File: src/rtl/dffmem_pkg.sv
// Shared types and defaults for the burst flip-flop RAM.
//   state_e     : controller states (IDLE, WRITE, READ)
//   DEF_DATA_W  : default word width in bits
//   DEF_ADDR_W  : default address width (depth = 2**ADDR_W)
//   be_width()  : number of byte enables for a given word width
package dffmem_pkg;

    typedef enum logic [1:0] {
        IDLE  = 2'd0,
        WRITE = 2'd1,
        READ  = 2'd2
    } state_e;

    localparam int unsigned DEF_DATA_W = 16;
    localparam int unsigned DEF_ADDR_W = 3;

    function automatic int unsigned be_width(input int unsigned data_w);
        return data_w / 8;
    endfunction

endpackage

File: src/rtl/dffmem_array.sv
// DEPTH x DATA_W flip-flop storage, cleared by reset.
//   clk, rst    : clock, asynchronous active-high clear
//   we          : write strobe for this cycle
//   waddr/wbe   : write word address and per-byte enables
//   wdata       : write data
//   raddr       : read address
//   rd_word_c   : combinational read data for raddr
module dffmem_array
    import dffmem_pkg::*;
#(
    parameter  int unsigned DATA_W = DEF_DATA_W,
    parameter  int unsigned ADDR_W = DEF_ADDR_W,
    localparam int unsigned BE_W   = be_width(DATA_W),
    localparam int unsigned DEPTH  = 1 << ADDR_W
) (
    input  logic              clk,
    input  logic              rst,
    input  logic              we,
    input  logic [ADDR_W-1:0] waddr,
    input  logic [BE_W-1:0]   wbe,
    input  logic [DATA_W-1:0] wdata,
    input  logic [ADDR_W-1:0] raddr,
    output logic [DATA_W-1:0] rd_word_c
);

    logic [DATA_W-1:0] mem_q [DEPTH];
    logic [DATA_W-1:0] mem_d [DEPTH];

    // Merge enabled bytes of the write beat into the addressed word.
    always_comb begin
        mem_d = mem_q;
        if (we) begin
            for (int i = 0; i < int'(BE_W); i++) begin
                if (wbe[i]) begin
                    mem_d[waddr][8*i +: 8] = wdata[8*i +: 8];
                end
            end
        end
    end

    always_ff @(posedge clk or posedge rst) begin
        if (rst) begin
            for (int j = 0; j < int'(DEPTH); j++) begin
                mem_q[j] <= '0;
            end
        end else begin
            mem_q <= mem_d;
        end
    end

    assign rd_word_c = mem_q[raddr];

endmodule

File: src/rtl/dffmem_burst.sv
// Burst-capable flip-flop RAM with valid/ready command, write and read channels.
//   cmd_*  : burst command (direction, start address, beats minus one)
//   wr_*   : write beats with byte enables
//   rd_*   : registered, back-pressurable read beats
//   busy   : high whenever a burst is in progress
module dffmem_burst
    import dffmem_pkg::*;
#(
    parameter  int unsigned DATA_W = DEF_DATA_W,
    parameter  int unsigned ADDR_W = DEF_ADDR_W,
    localparam int unsigned BE_W   = be_width(DATA_W)
) (
    input  logic              clk,
    input  logic              rst,
    input  logic              cmd_valid,
    output logic              cmd_ready,
    input  logic              cmd_write,
    input  logic [ADDR_W-1:0] cmd_addr,
    input  logic [ADDR_W-1:0] cmd_len,
    input  logic              wr_valid,
    output logic              wr_ready,
    input  logic [DATA_W-1:0] wr_data,
    input  logic [BE_W-1:0]   wr_be,
    output logic              rd_valid,
    input  logic              rd_ready,
    output logic [DATA_W-1:0] rd_data,
    output logic              busy
);

    state_e            state_q, state_d;
    logic [ADDR_W-1:0] ptr_q, ptr_d;
    logic [ADDR_W-1:0] cnt_q, cnt_d;
    logic [DATA_W-1:0] rd_data_q, rd_data_d;
    logic              cmd_ready_q, cmd_ready_d;
    logic              wr_ready_q, wr_ready_d;
    logic              rd_valid_q, rd_valid_d;
    logic              busy_q, busy_d;

    logic              cmd_fire, wr_fire, rd_fire;
    logic              mem_we;
    logic [ADDR_W-1:0] ptr_next;
    logic [ADDR_W-1:0] raddr_c;
    logic [DATA_W-1:0] rd_word_c;

    assign cmd_fire = cmd_valid && cmd_ready_q;
    assign wr_fire  = wr_valid  && wr_ready_q;
    assign rd_fire  = rd_ready  && rd_valid_q;
    assign ptr_next = ptr_q + ADDR_W'(1);

    // IDLE prefetches the start word; READ prefetches the word after the current beat.
    assign raddr_c = (state_q == IDLE) ? cmd_addr : ptr_next;

    dffmem_array #(
        .DATA_W (DATA_W),
        .ADDR_W (ADDR_W)
    ) u_array (
        .clk       (clk),
        .rst       (rst),
        .we        (mem_we),
        .waddr     (ptr_q),
        .wbe       (wr_be),
        .wdata     (wr_data),
        .raddr     (raddr_c),
        .rd_word_c (rd_word_c)
    );

    // Next-state, pointer/count and read-data logic.
    always_comb begin
        state_d   = state_q;
        ptr_d     = ptr_q;
        cnt_d     = cnt_q;
        rd_data_d = rd_data_q;
        mem_we    = 1'b0;
        case (state_q)
            IDLE: begin
                if (cmd_fire) begin
                    ptr_d = cmd_addr;
                    cnt_d = cmd_len;
                    if (cmd_write) begin
                        state_d = WRITE;
                    end else begin
                        state_d   = READ;
                        rd_data_d = rd_word_c;
                    end
                end
            end
            WRITE: begin
                if (wr_fire) begin
                    mem_we = 1'b1;
                    ptr_d  = ptr_next;
                    cnt_d  = cnt_q - ADDR_W'(1);
                    if (cnt_q == '0) begin
                        state_d = IDLE;
                    end
                end
            end
            READ: begin
                if (rd_fire) begin
                    if (cnt_q != '0) begin
                        ptr_d     = ptr_next;
                        cnt_d     = cnt_q - ADDR_W'(1);
                        rd_data_d = rd_word_c;
                    end else begin
                        state_d = IDLE;
                    end
                end
            end
            default: state_d = IDLE;
        endcase
        // Handshake outputs are registered copies of the next state.
        cmd_ready_d = (state_d == IDLE);
        wr_ready_d  = (state_d == WRITE);
        rd_valid_d  = (state_d == READ);
        busy_d      = (state_d != IDLE);
    end

    always_ff @(posedge clk or posedge rst) begin
        if (rst) begin
            state_q     <= IDLE;
            ptr_q       <= '0;
            cnt_q       <= '0;
            rd_data_q   <= '0;
            cmd_ready_q <= 1'b1;
            wr_ready_q  <= 1'b0;
            rd_valid_q  <= 1'b0;
            busy_q      <= 1'b0;
        end else begin
            state_q     <= state_d;
            ptr_q       <= ptr_d;
            cnt_q       <= cnt_d;
            rd_data_q   <= rd_data_d;
            cmd_ready_q <= cmd_ready_d;
            wr_ready_q  <= wr_ready_d;
            rd_valid_q  <= rd_valid_d;
            busy_q      <= busy_d;
        end
    end

    assign cmd_ready = cmd_ready_q;
    assign wr_ready  = wr_ready_q;
    assign rd_valid  = rd_valid_q;
    assign rd_data   = rd_data_q;
    assign busy      = busy_q;

endmodule

File: config.mk
export PLATFORM = sky130hd
export DESIGN_NAME = dffmem_burst
export DESIGN_NICKNAME = d
export VERILOG_FILES = /design/src/rtl/dffmem_pkg.sv /design/src/rtl/dffmem_array.sv /design/src/rtl/dffmem_burst.sv
export SDC_FILE = /design/constraint.sdc
export NUM_CORES = 1
export LEC_CHECK = 0
export ABC_CLOCK_PERIOD_IN_PS = 8600
export BUFFER_PORTS_ARGS = -buffer_cell sky130_fd_sc_hd__buf_2
export CORE_MARGIN = 10
export CORE_UTILIZATION = 41
export DETAILED_ROUTE_END_ITERATION = 12
export PLACE_DENSITY = 0.64
export SLEW_MARGIN = 20
export SYNTH_ARGS = -nofsm -noshare
export SYNTH_HDL_FRONTEND = slang
export SYNTH_SLANG_ARGS = --single-unit
File: constraint.sdc
create_clock -name clk -period 8.6 [get_ports clk]
set_input_delay 1.72 -clock clk [delete_from_list [all_inputs] [get_ports clk]]
set_output_delay 1.72 -clock clk [all_outputs]
set_load 0.03 [all_outputs]
==> impl_metrics.ini <==
[synthesis]
yosys_register_bits = 156
syn_area_um2 = 7660
synth_area_per_cell_um2 = 12.5
netlist_instances = 614
synthesis.nets = 652
top_cells_by_instance_count_after_synthesis = sky130_fd_sc_hd__dfrtp_1, sky130_fd_sc_hd__mux2_2, sky130_fd_sc_hd__nand2_1, sky130_fd_sc_hd__nor2_1, sky130_fd_sc_hd__nor2b_1
count_of_distinct_cell_types_in_the_synthesized_netlist = 54
synth_top_cell_by_area = sky130_fd_sc_hd__dfrtp_1
synth_warnings = 0
synth.top_cell.area_share_pct = 50.6
yosys_most_used_dff = sky130_fd_sc_hd__dfrtp_1
postSynth.asyncResetShare_pct = 100
synth_most_common_cell = sky130_fd_sc_hd__dfrtp_1
synth-seq-area-share_pct = 51.0
yosys-top-cells-area = sky130_fd_sc_hd__dfrtp_1, sky130_fd_sc_hd__mux2_2, sky130_fd_sc_hd__mux2_1, sky130_fd_sc_hd__mux2_4, sky130_fd_sc_hd__a222oi_1
synth-edff-count = 0

[routing]
routed_wirelength_um = 18600
detailroute.via_count = 5124
route.detailed.vias_per_inst = 5.73
drc_violations_left = 0
drtPass1Iterations = 7
detail-route-antenna-nets = 0
post_drt_wl_per_cell_um = 20.7
detailedRoute.firstIterationViolations = 407

[critical_path]
crit_path_class = in2reg
timing.critical_path.from_type = input pin
crit_start = cmd_addr[1]
arrival_ns = 4.73
cp-end-kind = flip-flop
worst_flop_to_flop_path_startpoint = state_q[1]
crit_top_cell = sky130_fd_sc_hd__nand2_1
worst_path_largest_cell_delay_ns = 1.06
r2r_cells = 7
worst_path_max_delay_cell = sky130_fd_sc_hd__nor2_2
cp_max_fo = 21
worstPathCellList = buf_2, nand2_1, nand2_1, nor2_2, a222oi_1, o221ai_1
worst_ep_required_time_ns = 8.91

[run]
cap_viol_max_count = 0

[place]
dp_cells = 863
io_buffers = 49
place_hpwl_um = 11800
place_ws_ns = 3.88
routability_congestion_estimate = 0.790

[sta]
report.final.slew_viol_count = 0
postLayoutSetupSlackWorst_ns = 4.18
setup_viol = 0
finalClockSkew_ns = 0.00681
setup_repair_after_global_routing_missed_its_margin = no
final_hold_viol_count = 0
worst_pin_slew_ns = 1.03
slew_headroom_pct = 31.4
final.setup.tns_ns = 0
finalWorstPathRequiredPeriod_ns = 4.42
timing.fmax_mhz = 226
final_worst_path_period_share_pct = 51.4

[cells_and_area]
multi_input_comb_area_um2 = 3520
areaGrowthSynthToFinish_pct = 13.0
drive_above_1_share_pct = 31.7
layout.cells.non_filler = 895
area.sequential_um2 = 3910
finish.net_count = 691
n_fill_cell = 1631
insertedDiodeCount = 0

[floorplan]
floorplan.die.height_um = 157
initial_utilization_pct = 42.2
core_area_um2 = 18100
die_outline_width_um = 157
floorplan.io_pins = 50
floorplan.rows = 49
die_area_um2 = 24600

[cts]
cts_inserted_buffers = 17
htree_levels = 4
cts_root_buffer = sky130_fd_sc_hd__clkbuf_16
insertion_delay_ns = 0.42
cts_repair_resize_count = 0
cts_tree = done
cts.sink_count = 156
clkTransAtPathRegs_ns = 0.06
cts_setup_buffers = 0
clk_path_buf_depth = 2
post_cts_hold_buffer_count = 0

[hold_path]
hold_path_startpoint = u_array.mem_q[87]
whs_path_depth = 1
min_path_type = reg2reg

[outcome]
result_of_the_run = completed

[global_route]
groute.usage.overall_pct = 15.5
first_pass_grt_wire_length_um = 29700
first_global_vias = 5314
grt_overflow_total = 0
grt_antenna_before_repair = 0
grt_max_degree = 83

[power]
power-per-cell-area_nw_per_um2 = 317
peakVddDrop_uv = 148
power.leakage_uw = 0.00423
## cell families after synthesis
group / count (synthesis) / share of synthesized area [%]
flip-flops: 156 / 51.0
buffers and inverters: 49 / 3.09
XOR/XNOR: 1 / 0.114
adder cells (fa/ha/maj): 8 / 1.31
AND/OR/NAND/NOR: 143 / 10.8
AO/OA/AOI/OAI: 119 / 12.0
multiplexers: 138 / 21.7
## final cells by class
type	count	area share (%)
repair buffers	53	3.18
flip-flops and latches	156	45.1
clock inverters	11	1.65
well taps	229	3.31
inverters	16	0.751
clock buffers	21	5.32
multi-input cells	409	40.7
## power breakdown
| group | switching [µW] | leakage, µW | internal (µW) |
|---|---|---|---|
| combinational | 671 | 0.00179 | 350 |
| sequential | 101 | 0.00214 | 862 |
| clock | 295 | 0.000293 | 470 |
## metal layers
layer	wire, µm	part of all wire, %	GRT usage, %
met5	0	0	0
met4	256	1.4	4.63
met3	1020	5.5	4.14
met2	9330	50	26.4
met1	7960	43	18.8
## stage by stage
step / area, µm² / util [%] / hold slack (ns) / total power, µW
detailed placement: 8060 / 44.4 / 0.470 / 1980
CTS: 8660 / 47.7 / 0.483 / 2770
floorplan: 7660 / - / 0.450 / 1740
finish: 8660 / 47.7 / 0.481 / 2750
global route: 8660 / 47.7 / 0.498 / 2910
global placement: 8060 / 44.4 / 0.463 / 1950
## flip-flops by register name (all words and copies together) (netlist names)
signal / cells
wr_ready: 1
u_array.mem_q: 128
cmd_ready: 1
busy: 1
ptr_q: 3
rd_valid: 1
state_q: 2
cnt_q: 3
rd_data: 16
## layout by cell type (no fill, tap or decap), types with 4 or more instances in the layout
master                      netlist  routed
sky130_fd_sc_hd__dfrtp_1        155     155
sky130_fd_sc_hd__mux2_2          91      91
sky130_fd_sc_hd__buf_2           12      49
sky130_fd_sc_hd__nand2_1         39      39
sky130_fd_sc_hd__nor2_1          36      36
sky130_fd_sc_hd__nor2b_1         23      23
sky130_fd_sc_hd__mux2_1          22      22
sky130_fd_sc_hd__o22ai_1         17      17
sky130_fd_sc_hd__clkbuf_16        0      17
sky130_fd_sc_hd__mux2_4          16      16
sky130_fd_sc_hd__nand2b_1        16      16
sky130_fd_sc_hd__a21o_1          15      15
sky130_fd_sc_hd__a222oi_1        15      15
sky130_fd_sc_hd__inv_1           15      14
sky130_fd_sc_hd__o221ai_1        10      10
sky130_fd_sc_hd__a21oi_1          9       9
sky130_fd_sc_hd__ha_1             8       8
sky130_fd_sc_hd__o2bb2ai_1        7       7
sky130_fd_sc_hd__a211oi_1         7       7
sky130_fd_sc_hd__nand3_1          6       6
sky130_fd_sc_hd__nor3_4           6       6
sky130_fd_sc_hd__mux4_2           5       5
sky130_fd_sc_hd__a311o_1          5       5
sky130_fd_sc_hd__o211ai_1         5       5
sky130_fd_sc_hd__a32oi_1          5       5
sky130_fd_sc_hd__o21a_1           5       5
sky130_fd_sc_hd__o21ai_1          4       4
sky130_fd_sc_hd__clkinv_2         0       4
sky130_fd_sc_hd__buf_4            4       4
## worst max-delay path, delay by kind of cell
family,cells,cell delay [ns]
simple gates,3,2.35
compound gates,2,0.53
buf+inv,1,0.12
## worst paths after layout
| kind | slack [ns] | end |
|---|---|---|
| max | 4.18 | rd_data[14] |
| min | 0.48 | u_array.mem_q[87] |
| max reg2reg | 4.37 | rd_data[14] |
| min reg2reg | 0.48 | u_array.mem_q[87] |
| max in group asynchronous | 5.71 | rd_data[1] |
| min in group asynchronous | 1.42 | u_array.mem_q[88] |
Power figures use the tool's default switching activity.
